==> config.mk <==
export PLATFORM = sky130hd
export DESIGN_NAME = mc_control
export DESIGN_NICKNAME = d
export VERILOG_FILES = /design/src/rtl/mc_control.sv
export SDC_FILE = /design/constraint.sdc
export NUM_CORES = 1
export LEC_CHECK = 0
export ABC_AREA = 1
export CAP_MARGIN = 20
export CORE_MARGIN = 2
export CORE_UTILIZATION = 29
export CTS_BUF_LIST = sky130_fd_sc_hd__clkbuf_2
export DETAILED_ROUTE_END_ITERATION = 6
export PLACE_DENSITY = 0.7
export SYNTH_ARGS = -nofsm -noshare
export SYNTH_HDL_FRONTEND = slang
export SYNTH_SLANG_ARGS = --single-unit
==> constraint.sdc <==
create_clock -name clk -period 3 [get_ports clk]
set_input_delay 0.45 -clock clk [delete_from_list [all_inputs] [get_ports clk]]
set_output_delay 0.45 -clock clk [all_outputs]
set_load 0.02 [all_outputs]
==> src/rtl/mc_control.sv <==
// mc_control: multicycle control sequencer for the 32-bit MIPS-subset datapath.
// Steps the shared datapath one phase per clock: FETCH, DECODE, EXEC_R/EXEC_I or
// ADDR, MEM_RD/MEM_WR, WB_ALU/WB_MEM, BRANCH, JUMP. Outputs are decoded from the
// state register, plus opcode/funct in the execute, address and write-back phases.
//
// Purpose     : decode IR opcode/funct and sequence the datapath controls.
// Latency     : R/I-type 4, lw 5, sw 4, beq 3, j 3, illegal opcode 2 cycles (no waits).
// Backpressure: memory phases hold mem_req with stable iord/mem_we until mem_ready=1.
//
// Ports:
//   clk, rst_n           clock and asynchronous active-low reset
//   opcode, funct        IR[31:26] / IR[5:0], valid from DECODE onward
//   zero                 ALU zero flag, used only in BRANCH
//   mem_ready            memory completes the current access this cycle
//   mem_req, mem_we      memory request and write qualifier
//   iord                 memory address select (0 PC, 1 ALU-out)
//   ir_write, pc_write   IR load / unconditional PC load
//   pc_src               0 ALU result, 1 ALU-out (branch target), 2 jump target
//   reg_write, reg_dst   register-file write enable / destination (0 rt, 1 rd)
//   mem_to_reg           write-back source (0 ALU-out, 1 memory data register)
//   alu_src_a, alu_src_b ALU operand selects
//   alu_op               0 add, 1 sub, 2 and, 3 or, 4 slt
//   ext_mode             immediate extender: 0 sign, 1 zero, 2 upper
//   illegal              one-cycle pulse on unsupported opcode/funct
//
// Build option: define MC_CONTROL_LUI_EN to support lui (opcode 0x0F).
// Without it 0x0F is illegal and ext_mode never takes the value 2.

module mc_control (
  input  logic       clk,
  input  logic       rst_n,
  input  logic [5:0] opcode,
  input  logic [5:0] funct,
  input  logic       zero,
  input  logic       mem_ready,
  output logic       mem_req,
  output logic       mem_we,
  output logic       iord,
  output logic       ir_write,
  output logic       pc_write,
  output logic [1:0] pc_src,
  output logic       reg_write,
  output logic       reg_dst,
  output logic       mem_to_reg,
  output logic       alu_src_a,
  output logic [1:0] alu_src_b,
  output logic [2:0] alu_op,
  output logic [1:0] ext_mode,
  output logic       illegal
);

  // Opcodes
  localparam logic [5:0] OP_RTYPE = 6'h00;
  localparam logic [5:0] OP_J     = 6'h02;
  localparam logic [5:0] OP_BEQ   = 6'h04;
  localparam logic [5:0] OP_ADDI  = 6'h08;
  localparam logic [5:0] OP_ANDI  = 6'h0C;
  localparam logic [5:0] OP_ORI   = 6'h0D;
  localparam logic [5:0] OP_LW    = 6'h23;
  localparam logic [5:0] OP_SW    = 6'h2B;
`ifdef MC_CONTROL_LUI_EN
  localparam logic [5:0] OP_LUI   = 6'h0F;
`endif

  // R-type function codes
  localparam logic [5:0] FN_ADD = 6'h20;
  localparam logic [5:0] FN_SUB = 6'h22;
  localparam logic [5:0] FN_AND = 6'h24;
  localparam logic [5:0] FN_OR  = 6'h25;
  localparam logic [5:0] FN_SLT = 6'h2A;

  // ALU operations
  localparam logic [2:0] ALU_ADD = 3'd0;
  localparam logic [2:0] ALU_SUB = 3'd1;
  localparam logic [2:0] ALU_AND = 3'd2;
  localparam logic [2:0] ALU_OR  = 3'd3;
  localparam logic [2:0] ALU_SLT = 3'd4;

  // Operand B selects
  localparam logic [1:0] SRCB_REG     = 2'd0;
  localparam logic [1:0] SRCB_FOUR    = 2'd1;
  localparam logic [1:0] SRCB_IMM     = 2'd2;
  localparam logic [1:0] SRCB_IMM_SH2 = 2'd3;

  // PC sources
  localparam logic [1:0] PC_ALU    = 2'd0;
  localparam logic [1:0] PC_ALUOUT = 2'd1;
  localparam logic [1:0] PC_JUMP   = 2'd2;

  // Extender modes
  localparam logic [1:0] EXT_SIGN  = 2'd0;
  localparam logic [1:0] EXT_ZERO  = 2'd1;
`ifdef MC_CONTROL_LUI_EN
  localparam logic [1:0] EXT_UPPER = 2'd2;
`endif

  typedef enum logic [3:0] {
    S_IDLE   = 4'd0,
    S_FETCH  = 4'd1,
    S_DECODE = 4'd2,
    S_EXEC_R = 4'd3,
    S_EXEC_I = 4'd4,
    S_ADDR   = 4'd5,
    S_MEM_RD = 4'd6,
    S_MEM_WR = 4'd7,
    S_WB_ALU = 4'd8,
    S_WB_MEM = 4'd9,
    S_BRANCH = 4'd10,
    S_JUMP   = 4'd11
  } state_t;

  state_t state_q, state_d;

  // State register. Reset forces IDLE immediately; because every output is
  // decoded from state_q, all outputs fall to 0 as soon as rst_n goes low,
  // even in the middle of a memory access.
  always_ff @(posedge clk or negedge rst_n) begin
    if (!rst_n) begin
      state_q <= S_IDLE;
    end else begin
      state_q <= state_d;
    end
  end

  // Next-state and output decode. Outputs depend on the current state and,
  // where the phase needs it, on opcode/funct, mem_ready (FETCH completion)
  // and zero (BRANCH). Everything defaults to 0.
  always_comb begin
    state_d    = state_q;
    mem_req    = 1'b0;
    mem_we     = 1'b0;
    iord       = 1'b0;
    ir_write   = 1'b0;
    pc_write   = 1'b0;
    pc_src     = PC_ALU;
    reg_write  = 1'b0;
    reg_dst    = 1'b0;
    mem_to_reg = 1'b0;
    alu_src_a  = 1'b0;
    alu_src_b  = SRCB_REG;
    alu_op     = ALU_ADD;
    ext_mode   = EXT_SIGN;
    illegal    = 1'b0;

    case (state_q)
      S_IDLE: begin
        state_d = S_FETCH;
      end

      // PC + 4 is computed every FETCH cycle; it is only committed (together
      // with the IR load) in the cycle memory returns the instruction.
      S_FETCH: begin
        mem_req   = 1'b1;
        alu_src_b = SRCB_FOUR;
        if (mem_ready) begin
          ir_write = 1'b1;
          pc_write = 1'b1;
          pc_src   = PC_ALU;
          state_d  = S_DECODE;
        end
      end

      // The ALU precomputes PC + (sext(imm) << 2) so BRANCH can load the
      // target from the ALU-out register without another add.
      S_DECODE: begin
        alu_src_b = SRCB_IMM_SH2;
        ext_mode  = EXT_SIGN;
        alu_op    = ALU_ADD;
        case (opcode)
          OP_RTYPE:         state_d = S_EXEC_R;
          OP_LW, OP_SW:     state_d = S_ADDR;
          OP_BEQ:           state_d = S_BRANCH;
          OP_J:             state_d = S_JUMP;
          OP_ADDI, OP_ANDI,
          OP_ORI:           state_d = S_EXEC_I;
`ifdef MC_CONTROL_LUI_EN
          OP_LUI:           state_d = S_EXEC_I;
`endif
          default: begin
            illegal = 1'b1;
            state_d = S_FETCH;
          end
        endcase
      end

      S_EXEC_R: begin
        alu_src_a = 1'b1;
        alu_src_b = SRCB_REG;
        state_d   = S_WB_ALU;
        case (funct)
          FN_ADD:  alu_op = ALU_ADD;
          FN_SUB:  alu_op = ALU_SUB;
          FN_AND:  alu_op = ALU_AND;
          FN_OR:   alu_op = ALU_OR;
          FN_SLT:  alu_op = ALU_SLT;
          default: begin
            illegal = 1'b1;
            state_d = S_FETCH;
          end
        endcase
      end

      S_EXEC_I: begin
        alu_src_a = 1'b1;
        alu_src_b = SRCB_IMM;
        state_d   = S_WB_ALU;
        case (opcode)
          OP_ANDI: begin
            ext_mode = EXT_ZERO;
            alu_op   = ALU_AND;
          end
          OP_ORI: begin
            ext_mode = EXT_ZERO;
            alu_op   = ALU_OR;
          end
`ifdef MC_CONTROL_LUI_EN
          // The datapath zeroes register A for lui, so A | (imm << 16)
          // yields the upper-immediate value.
          OP_LUI: begin
            ext_mode = EXT_UPPER;
            alu_op   = ALU_OR;
          end
`endif
          default: begin
            // addi (the only other opcode that reaches EXEC_I)
            ext_mode = EXT_SIGN;
            alu_op   = ALU_ADD;
          end
        endcase
      end

      S_WB_ALU: begin
        reg_write  = 1'b1;
        mem_to_reg = 1'b0;
        reg_dst    = (opcode == OP_RTYPE);
        state_d    = S_FETCH;
      end

      S_ADDR: begin
        alu_src_a = 1'b1;
        alu_src_b = SRCB_IMM;
        ext_mode  = EXT_SIGN;
        alu_op    = ALU_ADD;
        state_d   = (opcode == OP_LW) ? S_MEM_RD : S_MEM_WR;
      end

      S_MEM_RD: begin
        mem_req = 1'b1;
        iord    = 1'b1;
        if (mem_ready) begin
          state_d = S_WB_MEM;
        end
      end

      S_MEM_WR: begin
        mem_req = 1'b1;
        mem_we  = 1'b1;
        iord    = 1'b1;
        if (mem_ready) begin
          state_d = S_FETCH;
        end
      end

      S_WB_MEM: begin
        reg_write  = 1'b1;
        reg_dst    = 1'b0;
        mem_to_reg = 1'b1;
        state_d    = S_FETCH;
      end

      S_BRANCH: begin
        alu_src_a = 1'b1;
        alu_src_b = SRCB_REG;
        alu_op    = ALU_SUB;
        pc_src    = PC_ALUOUT;
        pc_write  = zero;
        state_d   = S_FETCH;
      end

      S_JUMP: begin
        pc_write = 1'b1;
        pc_src   = PC_JUMP;
        state_d  = S_FETCH;
      end

      default: begin
        state_d = S_IDLE;
      end
    endcase
  end

endmodule
==> impl_metrics.py, run 1 <==
metrics = {
    "outcome": {
        "status": "completed",
    },
    "sta": {
        "setup_viol": 0,
        "setup_tns_ps": 0,
        "hold_ws_ps": 457,
        "finalCriticalPeriod_ps": 2740,
        "fin_skew_ps": 12.3,
        "hold_viol_final": 0,
        "fmax_mhz": 365,
        "final-max-slew-violation-count": 0,
        "rsz0062_at_grt": "no",
        "min_period_over_period_pct": 91.4,
    },
    "yosys": {
        "synthTopCellsByArea": "nor2_1, nand2_1, dfrtp_1, inv_1, nand3_1",
        "synth_cell_type_count": 19,
        "ys.flop_type": "dfrtp_1",
        "synth-edff-count": 0,
        "ys_ff_latch": 4,
        "synth_warnings": 0,
        "synth_adder_area_share_pct": 0,
        "ys_seq_area_share_pct": 15.5,
        "synth_top_area_share_pct": 19.2,
        "async_reset_ff_share_pct": 100,
        "yosys.area.top_type": "nor2_1",
        "synth_top_family_by_area": "simple AND/OR/NAND/NOR gates",
        "yosys.area_share.simple_pct": 55.5,
        "synth_area_per_cell_um2": 5.00,
        "synth_area_um2": 644,
        "synthMuxAreaShare_pct": 0,
        "netlist_instances": 129,
        "synth_compound_area_share_pct": 11.5,
        "synthesis.nets": 145,
        "synth_xor_area_share_pct": 0,
    },
    "worst_setup_path": {
        "cp_cell_sequence": "clkdlybuf4s50_1 -> nor2_4 -> nand3_1 -> nor3_1 -> inv_1 -> o221ai_2 -> clkdlybuf4s50_1",
        "ff2ff_setup_slack_ps": 1700,
        "max_stage_delay_ps": 620,
        "critPathTopFamily": "buffers and inverters",
        "cp-end-kind": "primary output",
        "cp.required_ps": 2550,
        "cp.buffers_inverters": 3,
        "worstPathArrival_ps": 2290,
        "cp_num_cells": 7,
        "critPathMaxFanout": 5,
        "ff2ff_path_depth": 7,
        "critPathKind": "input pin to primary output",
        "timing.critical_path.mode_cell": "clkdlybuf4s50_1",
        "startpoint_type": "input pin",
        "slowest_stage": "clkdlybuf4s50_1",
    },
    "place": {
        "gp_congestion": 0.810,
        "dp.final_hpwl_um": 1620,
        "portBuffers": 33,
    },
    "layout": {
        "reg.largest.list": "state_q x4",
        "drive_gt1_share_pct": 7.93,
        "regMostFlops": "state_q",
        "n_fill_cell": 241,
        "area_growth_pct": 57.9,
        "n_antenna_cell": 0,
        "multi_input_area_um2": 435,
        "fin_nets": 182,
        "seqCellArea_um2": 100,
        "largest_reg_flops": 4,
    },
    "clock_tree": {
        "htreeDepth": 1,
        "cts_tree": "yes",
        "clk_latency_ps": 200,
        "clk_path_buf_depth": 2,
        "cts.sinks": 4,
        "cts_root_buf": "clkbuf_2",
        "cts.repair.resized": 0,
        "postCtsHoldBufs": 0,
        "post_cts_buffers": 0,
        "numCtsBuffers": 3,
        "clkTransAtPathRegs_ps": 50,
    },
    "floorplanning": {
        "chipHeight_um": 51.1,
        "dieArea_um2": 2610,
        "initial_utilization_pct": 30.0,
        "io_pins": 35,
        "core_um2": 2150,
        "placement_rows": 17,
        "die_w_um": 51.1,
    },
    "global_route": {
        "grt_pass1_wl_um": 3150,
        "use_met1_pct": 18.0,
        "grt_usage_pct": 15.2,
        "grt_util_met2_pct": 27.7,
        "busiest_layer": "met2",
        "grt_pass1_vias": 816,
        "antenna_found_initial": 0,
        "gr-usage-met3_pct": 2.05,
        "grt_max_degree": 8,
        "gr-total-overflow": 0,
    },
    "worst_hold_path": {
        "worst_hold_path_type": "input pin to async pin",
    },
    "detailed_routing": {
        "drt_first_pass_iters": 4,
        "wl_per_cell_um": 9.83,
        "viasPerCell": 4.65,
        "totalWireLength_um": 1890,
        "drtAntennaViolNets": 0,
        "drc": 0,
        "via_count": 892,
        "drtIter0Drc": 15,
    },
    "run": {
        "cap_violations": 0,
    },
    "power": {
        "irDropWorstVdd_mv": 0.397,
        "power.density_nw_per_um2": 703,
        "leakagePower_nw": 0.521,
    },
}
## path summary, 6_finish.rpt
check,from,to
min reg2reg,state_q[1]$_DFFE_PN0P_,state_q[2]$_DFFE_PN0P_
max,opcode[4],alu_op[0]
max in group asynchronous,rst_n,state_q[1]$_DFFE_PN0P_
min,rst_n,state_q[0]$_DFFE_PN0P_
min in group clk,state_q[1]$_DFFE_PN0P_,state_q[2]$_DFFE_PN0P_
max reg2reg,state_q[2]$_DFFE_PN0P_,state_q[0]$_DFFE_PN0P_
## power breakdown
group / internal (mW) / switching [mW]
clock network: 0.0269 / 0.0202
logic: 0.228 / 0.332
registers: 0.0775 / 0.0299
## cell type report
cell class	instances	area share, %
Multi-Input combinational cell	97	42.8
Timing Repair Buffer	33	32.5
Inverter	27	9.96
Sequential cell	4	9.84
Tap cell	28	3.44
Clock buffer	3	1.48
## worst reg2reg max path: stages, from the launching register on
cell     delay [ps]
dfrtp_1         420
nor2_1          150
inv_1            80
nor2_1          210
nand3_1         160
nand3_1         110
nand2_1          60
nand2_1          60
## cells in the mapped netlist (2+ instances only)
| library cell | count |
|---|---|
| dfrtp_1 | 4 |
| a21oi_1 | 5 |
| nand2_2 | 3 |
| nand2_1 | 30 |
| nor3_1 | 2 |
| nand3_1 | 15 |
| inv_2 | 3 |
| inv_1 | 24 |
| nor2_1 | 33 |
## placed cells by master (no fill, tap or decap)
cell             instances
o221ai_2                 1
o21ai_2                  1
nor3_1                   2
o21ai_1                  1
nand2_1                 30
nor2_4                   1
inv_2                    3
conb_1                   1
a31oi_1                  1
o21ai_0                  1
clkbuf_2                 3
clkdlybuf4s50_1         33
nand3_1                 15
a21oi_1                  5
nand2_2                  3
inv_1                   24
dfrtp_1                  4
nor2_1                  33
nor2_2                   1
o221ai_1                 1
## cell families (layout without fill, tap and decap cells)
kind of cell / Yosys count / after routing
buf+inv: 28 / 63
compound gates: 11 / 11
other cells: 1 / 1
flops: 4 / 4
simple gates: 85 / 85
## layer usage
layer	vias to the layer above	share of wire, %
met2	22	50
met3	4	4.6
met1	399	45
met5	-	0
met4	0	0.74
li1	467	-
## per-stage QoR
step                power, mW  setup WS, ps  cell area [um^2]  std cells  util (%)
global route            0.785           117              1020        192      47.3
global placement        0.662           299              1000        189      46.7
finish                  0.715           258              1020        192      47.3
detailed placement      0.669           267              1000        189      46.7
CTS                     0.719           259              1020        192      47.3
floorplan               0.446           941               644        129         -
(Power assumes the default switching activity.)
==> run 2: changes to the inputs <==
--- a/config.mk
+++ b/config.mk
@@ -11,6 +11,7 @@
 export CORE_UTILIZATION = 29
 export CTS_BUF_LIST = sky130_fd_sc_hd__clkbuf_2
 export DETAILED_ROUTE_END_ITERATION = 6
+export GPL_ROUTABILITY_DRIVEN = 0
 export PLACE_DENSITY = 0.7
 export SYNTH_ARGS = -nofsm -noshare
 export SYNTH_HDL_FRONTEND = slang
==> results of run 2 <==
No change in the layout: final DEF, timing and power equal those of run 1.
==> run 3: changes to the inputs <==
--- a/config.mk
+++ b/config.mk
@@ -6,6 +6,7 @@
 export NUM_CORES = 1
 export LEC_CHECK = 0
 export ABC_AREA = 1
+export ABC_CLOCK_PERIOD_IN_PS = 3000
 export CAP_MARGIN = 20
 export CORE_MARGIN = 2
 export CORE_UTILIZATION = 29
==> results of run 3 <==
No change in the layout: final DEF, timing and power equal those of run 1.
==> patch 1: new RTL, flow settings as in run 1 <==
Reset style: synchronous (`rst_n`), changed in one clocked block. Comments in the files are not updated.
--- a/src/rtl/mc_control.sv
+++ b/src/rtl/mc_control.sv
@@ -114,7 +114,7 @@
   // State register. Reset forces IDLE immediately; because every output is
   // decoded from state_q, all outputs fall to 0 as soon as rst_n goes low,
   // even in the middle of a memory access.
-  always_ff @(posedge clk or negedge rst_n) begin
+  always_ff @(posedge clk) begin
     if (!rst_n) begin
       state_q <= S_IDLE;
     end else begin
Behaviour: differs if rst_n is asserted again (counterexample within 4 cycles, from zero or initial values and one cycle with rst_n low); with rst_n held inactive, the same outputs for 10 cycles.
==> patch 1 against run 1 <==
Count of clock-buffer cells in the layout unchanged. Worst setup slack improved by 0.11 ns. Critical path depth down 2. Final area rose by 3.9%. Synthesized area grew 6.2%. Sequential cell count unchanged. Sequential share of layout area decreased by 2.3 points. Register-to-register slack worse by 0.08 ns. Wire length grew 3.9%. Utilization grew 0.44 points. Critical path type unchanged. Critical endpoint unchanged. Largest cell class unchanged.
Power is not compared: it rests on default switching activity, and its combinational part moved more than twofold at a synthesized area within 25%.
==> patch 1: results (changes against run 1) <==
----------------------------------------------------
[Synth]
  Compound-gate portion of the synthesized area ... 0.130 (+0.0152)
  Count of distinct cell types in the synthesized netlist ... 23 (+4)
  Syn Inst Count ... 134 (+3.9%)
  Top_reg_cell synth ... sky130_fd_sc_hd__dfxtp_1
  Post-Synthesis Net Count ... 150 (+3.4%)
  Proportion of synthesized chip area in sequential cells ... 0.117 (-0.0383)
  Async set-or-reset flop fraction in the synthesized netlist ... 0 (-1.00)
  Top cell types by occurrence after synthesis ... 29 x sky130_fd_sc_hd__nand2_1, 29 x sky130_fd_sc_hd__nor2_1, 22 x sky130_fd_sc_hd__inv_1, 14 x sky130_fd_sc_hd__nand3_1, 7 x sky130_fd_sc_hd__nor2_2
  Main area contributors after synthesis ... sky130_fd_sc_hd__nand2_1 16%, sky130_fd_sc_hd__nor2_1 16%, sky130_fd_sc_hd__inv_1 12%

[Detailed routing]
  Met1 Routed Length ... 876 um (+3.9%)
  Violation count after the first detailed-routing iteration ... 44 (+29)
  Vias per cell ... 4.59 (-1.1%)
  Met3 routed WL ... 61 um (-29%)
  Met2 Wirelength ... 1010 um (+6.6%)
  Wirelength, routed ... 1960 um (+3.9%)

[Timing]
  Final Skew ... 0.000779 ns (-0.0116 ns)

[Final layout]
  Number of fillers in the final layout ... 254 (+5.4%)
  Non-filler instance count after layout ... 197 (+2.6%)
  Fraction of layout cells with a size suffix above 1 ... 0.148 (+0.0687)

[Global routing]
  GRT Util Overall ... 0.144 (-0.00796)
  Met2 usage ... 0.273 (-0.00414)
  Met3 Usage GRT ... 0.0257 (+0.00525)
  Met1 GRT Util ... 0.163 (-0.0177)
  Number of global-route vias before repair ... 770 (-5.6%)
  Global-route wire length before repair ... 3050 um (-3.3%)

[Worst setup path]
  FF-to-FF path depth ... 9 (+2)
  Biggest fanout along the worst timing path ... 6 (+1)
  Arrival @ worst endpoint ... 2.18 ns (-0.11 ns)
  Terminus of the critical flop-to-flop path ... state_q[0]$_SDFFE_PN0P_
  Slack of the worst reg-to-reg path ... 1.62 ns (-0.08 ns)
  Startpoint of the worst register-to-register path ... state_q[3]$_SDFFE_PN0P_

[Placed design]
  RePlAce Congestion ... 0.778 (-4.0%)
  Detailed Place HPWL ... 1670 um (+3.4%)
  Post-Place Worst Slack ... 0.353 ns (+0.0864 ns)

[Outcome]
  Run status ... completed

[Hold path]
  Worst min-delay path category ... flip-flop to flip-flop

----------------------------------------------------
## patch 1: cell count changes after synthesis, moves of 2 or more
cell / run 1 / this run
sky130_fd_sc_hd__nor2_2: 1 / 7
sky130_fd_sc_hd__inv_1: 24 / 22
sky130_fd_sc_hd__o21ai_1: 1 / 3
sky130_fd_sc_hd__inv_2: 3 / 5
sky130_fd_sc_hd__nor2_1: 33 / 29
sky130_fd_sc_hd__dfrtp_1: 4 / 0
sky130_fd_sc_hd__dfxtp_1: 0 / 4
sky130_fd_sc_hd__a21oi_2: 0 / 2
sky130_fd_sc_hd__nand2_4: 0 / 2
## patch 1: worst max path at each step
stage                       startpoint        end  slack, ns  cells after the start
2_1_floorplan  state_q[3]$_SDFFE_PN0P_    reg_dst       0.97                      6
3_3_place_gp                 opcode[4]  alu_op[0]       0.34                      5
3_5_place_dp                 opcode[4]  alu_op[0]       0.35                      5
4_1_cts                      opcode[4]  alu_op[0]       0.34                      5
5_1_grt                      opcode[4]  alu_op[0]       0.23                      5
6_report                     opcode[4]  alu_op[0]       0.37                      5
## patch 1: power breakdown
part	internal [mW]	total [mW]	leakage [nW]	switching, mW
sequential	0.0623	0.0748	0.0327	0.0125
combinational	0.106	0.257	0.480	0.151
clock	0.0268	0.0458	0.0125	0.0190
## patch 1: through the flow
stage               total power [mW]  instance area (um2)  hold slack, ns
detailed placement             0.333                 1040           0.559
floorplan                      0.232                  684           0.509
CTS                            0.381                 1060           0.566
finish                         0.377                 1060           0.561
global route                   0.407                 1060           0.599
global placement               0.329                 1040           0.541
## patch 1: layout make-up
class | instances | share of cell area
multi-input cells | 101 | 0.464
inverters | 28 | 0.101
well taps | 28 | 0.0331
clock buffers | 3 | 0.0142
flip-flops and latches | 4 | 0.0757
repair buffers | 33 | 0.312
==> patch 2: new RTL, flow settings as in run 1 <==
Without the edit above. Build with the macro `MC_CONTROL_LUI_EN` defined.
--- a/src/rtl/mc_control.sv
+++ b/src/rtl/mc_control.sv
@@ -26,6 +26,8 @@
 // Build option: define MC_CONTROL_LUI_EN to support lui (opcode 0x0F).
 // Without it 0x0F is illegal and ext_mode never takes the value 2.
 
+`define MC_CONTROL_LUI_EN
+
 module mc_control (
   input  logic       clk,
   input  logic       rst_n,
Function: changed (Yosys sat finds a counterexample within 4 cycles, from zero or initial values and one cycle with rst_n low).
==> patch 2 against run 1 <==
Wire length decreased by 2.8%. Worst hold slack got worse by 0.0067 ns. Clock power decreased by 2%. Synthesized cell count decreased by 6.2%. Total power increased by 0.80%. Count of clock-buffer cells in the layout unchanged. Final area decreased by 2.0%. Utilization increased by 3.0 points. Sequential cell count unchanged. Sequential share of layout area increased by 0.20 points. Synthesized area decreased by 4.5%. Worst setup slack improved by 0.10 ns. First-iteration DRC count increased by 20%. Critical path type unchanged. Largest cell class unchanged.
==> patch 2: results (changes against run 1) <==
----------------------------------------------------
[Outcome]
  Run status ... completed

[Timing]
  Final Skew ... 0.00553 ns (-0.00681 ns)

[Synth]
  Top cell types by occurrence after synthesis ... 33 x sky130_fd_sc_hd__nor2_1, 25 x sky130_fd_sc_hd__nand2_1, 19 x sky130_fd_sc_hd__inv_1, 8 x sky130_fd_sc_hd__nand3_1, 6 x sky130_fd_sc_hd__a21oi_1
  Proportion of synthesized chip area in sequential cells ... 0.163 (+0.00726)
  Main area contributors after synthesis ... sky130_fd_sc_hd__nor2_1 20%, sky130_fd_sc_hd__dfrtp_1 16%, sky130_fd_sc_hd__nand2_1 15%
  Compound-gate portion of the synthesized area ... 0.124 (+0.00942)
  Post-Synthesis Net Count ... 137 (-5.5%)

[Pwr]
  Max VDD drop ... 0.512 mV (+29%)
  Leakage power figure ... 0.485 nW (-6.8%)

[Placed design]
  Area after detailed placement ... 982 um2 (-2.0%)
  Detailed Place HPWL ... 1510 um (-6.7%)
  RePlAce Congestion ... 0.759 (-6.3%)
  Number of I/O port buffers ... 34 (+3.0%)

[Final layout]
  Number of fillers in the final layout ... 195 (-19%)
  Count of nets after finishing ... 175 (-3.8%)
  Fraction of layout cells with a size suffix above 1 ... 0.0828 (+0.00353)
  Final antenna diode count ... 0 (unchanged)

[Global routing]
  Global-route wire length before repair ... 3010 um (-4.6%)
  GRT Util Overall ... 0.146 (-0.00605)
  Number of global-route vias before repair ... 769 (-5.8%)
  Pin count of the biggest net entering global routing ... 9 (+1)

[Worst setup path]
  Arrival @ worst endpoint ... 2.19 ns (-0.10 ns)
  Biggest fanout along the worst timing path ... 4 (-1)

[Detailed routing]
  Violation count after the first detailed-routing iteration ... 18 (+3)
  Count of vias placed by the detailed router ... 860 (-3.6%)
  Wirelength, routed ... 1840 um (-2.8%)

----------------------------------------------------
[patch 2: layout make-up]
type                            count  share of cell area
Inverter                           22              0.0828
Multi-Input combinational cell     94               0.427
Timing Repair Buffer               34               0.341
Tap cell                           27              0.0339
Sequential cell                     4               0.100
Clock buffer                        3              0.0151
[patch 2: final timing paths]
path,slack (ns),start,depth (start not counted),endpoint
max,0.36,opcode[3],6,alu_op[1]
min,0.45,rst_n,1,state_q[3]$_DFFE_PN0P_
max reg2reg,1.66,state_q[1]$_DFFE_PN0P_,9,state_q[2]$_DFFE_PN0P_
min reg2reg,0.65,state_q[3]$_DFFE_PN0P_,3,state_q[1]$_DFFE_PN0P_
max in group asynchronous,2.38,rst_n,1,state_q[0]$_DFFE_PN0P_
min in group clk,0.65,state_q[3]$_DFFE_PN0P_,3,state_q[1]$_DFFE_PN0P_
[patch 2: power breakdown]
part	total [mW]	leakage (nW)	internal, mW	switching, mW
Sequential	0.115	0.0517	0.0778	0.0368
Combinational	0.560	0.421	0.230	0.329
Clock	0.0462	0.0125	0.0268	0.0193
[patch 2: cells by family after synthesis]
family / after synthesis
buffers and inverters: 23
AOI/OAI and AO/OA: 13
and+or+nand+nor: 81
DFF: 4
[patch 2: metal layers]
metal	part of all wire	vias to the layer above	wire length, um	global-route usage
li1	-	452	-	-
met1	0.46	375	837	0.196
met2	0.47	33	860	0.252
met3	0.075	0	137	0.0152
met4	0	0	0	0.0278
met5	0	-	0	0
[patch 2: per-stage QoR]
step | cells | total power, mW | utilization | hold slack (ns) | worst slack, ns
after floorplan | 121 | 0.460 | - | 0.154 | 1.15
after global placement | 181 | 0.672 | 0.496 | 0.640 | 0.366
after detailed placement | 181 | 0.674 | 0.496 | 0.632 | 0.354
after CTS | 184 | 0.728 | 0.503 | 0.441 | 0.346
after global routing | 184 | 0.786 | 0.503 | 0.465 | 0.251
final | 184 | 0.721 | 0.503 | 0.450 | 0.363
[patch 2: worst reg2reg max path, cell delays in order, from the launching register on]
cell and delay, ns:
sky130_fd_sc_hd__dfrtp_1 0.45, sky130_fd_sc_hd__inv_2 0.13, sky130_fd_sc_hd__nand2_2 0.10, sky130_fd_sc_hd__nor2_2 0.14, sky130_fd_sc_hd__inv_2 0.06, sky130_fd_sc_hd__o21ai_2 0.07, sky130_fd_sc_hd__nand2_2 0.08, sky130_fd_sc_hd__inv_2 0.08
sky130_fd_sc_hd__nand2_1 0.06, sky130_fd_sc_hd__o221ai_1 0.08
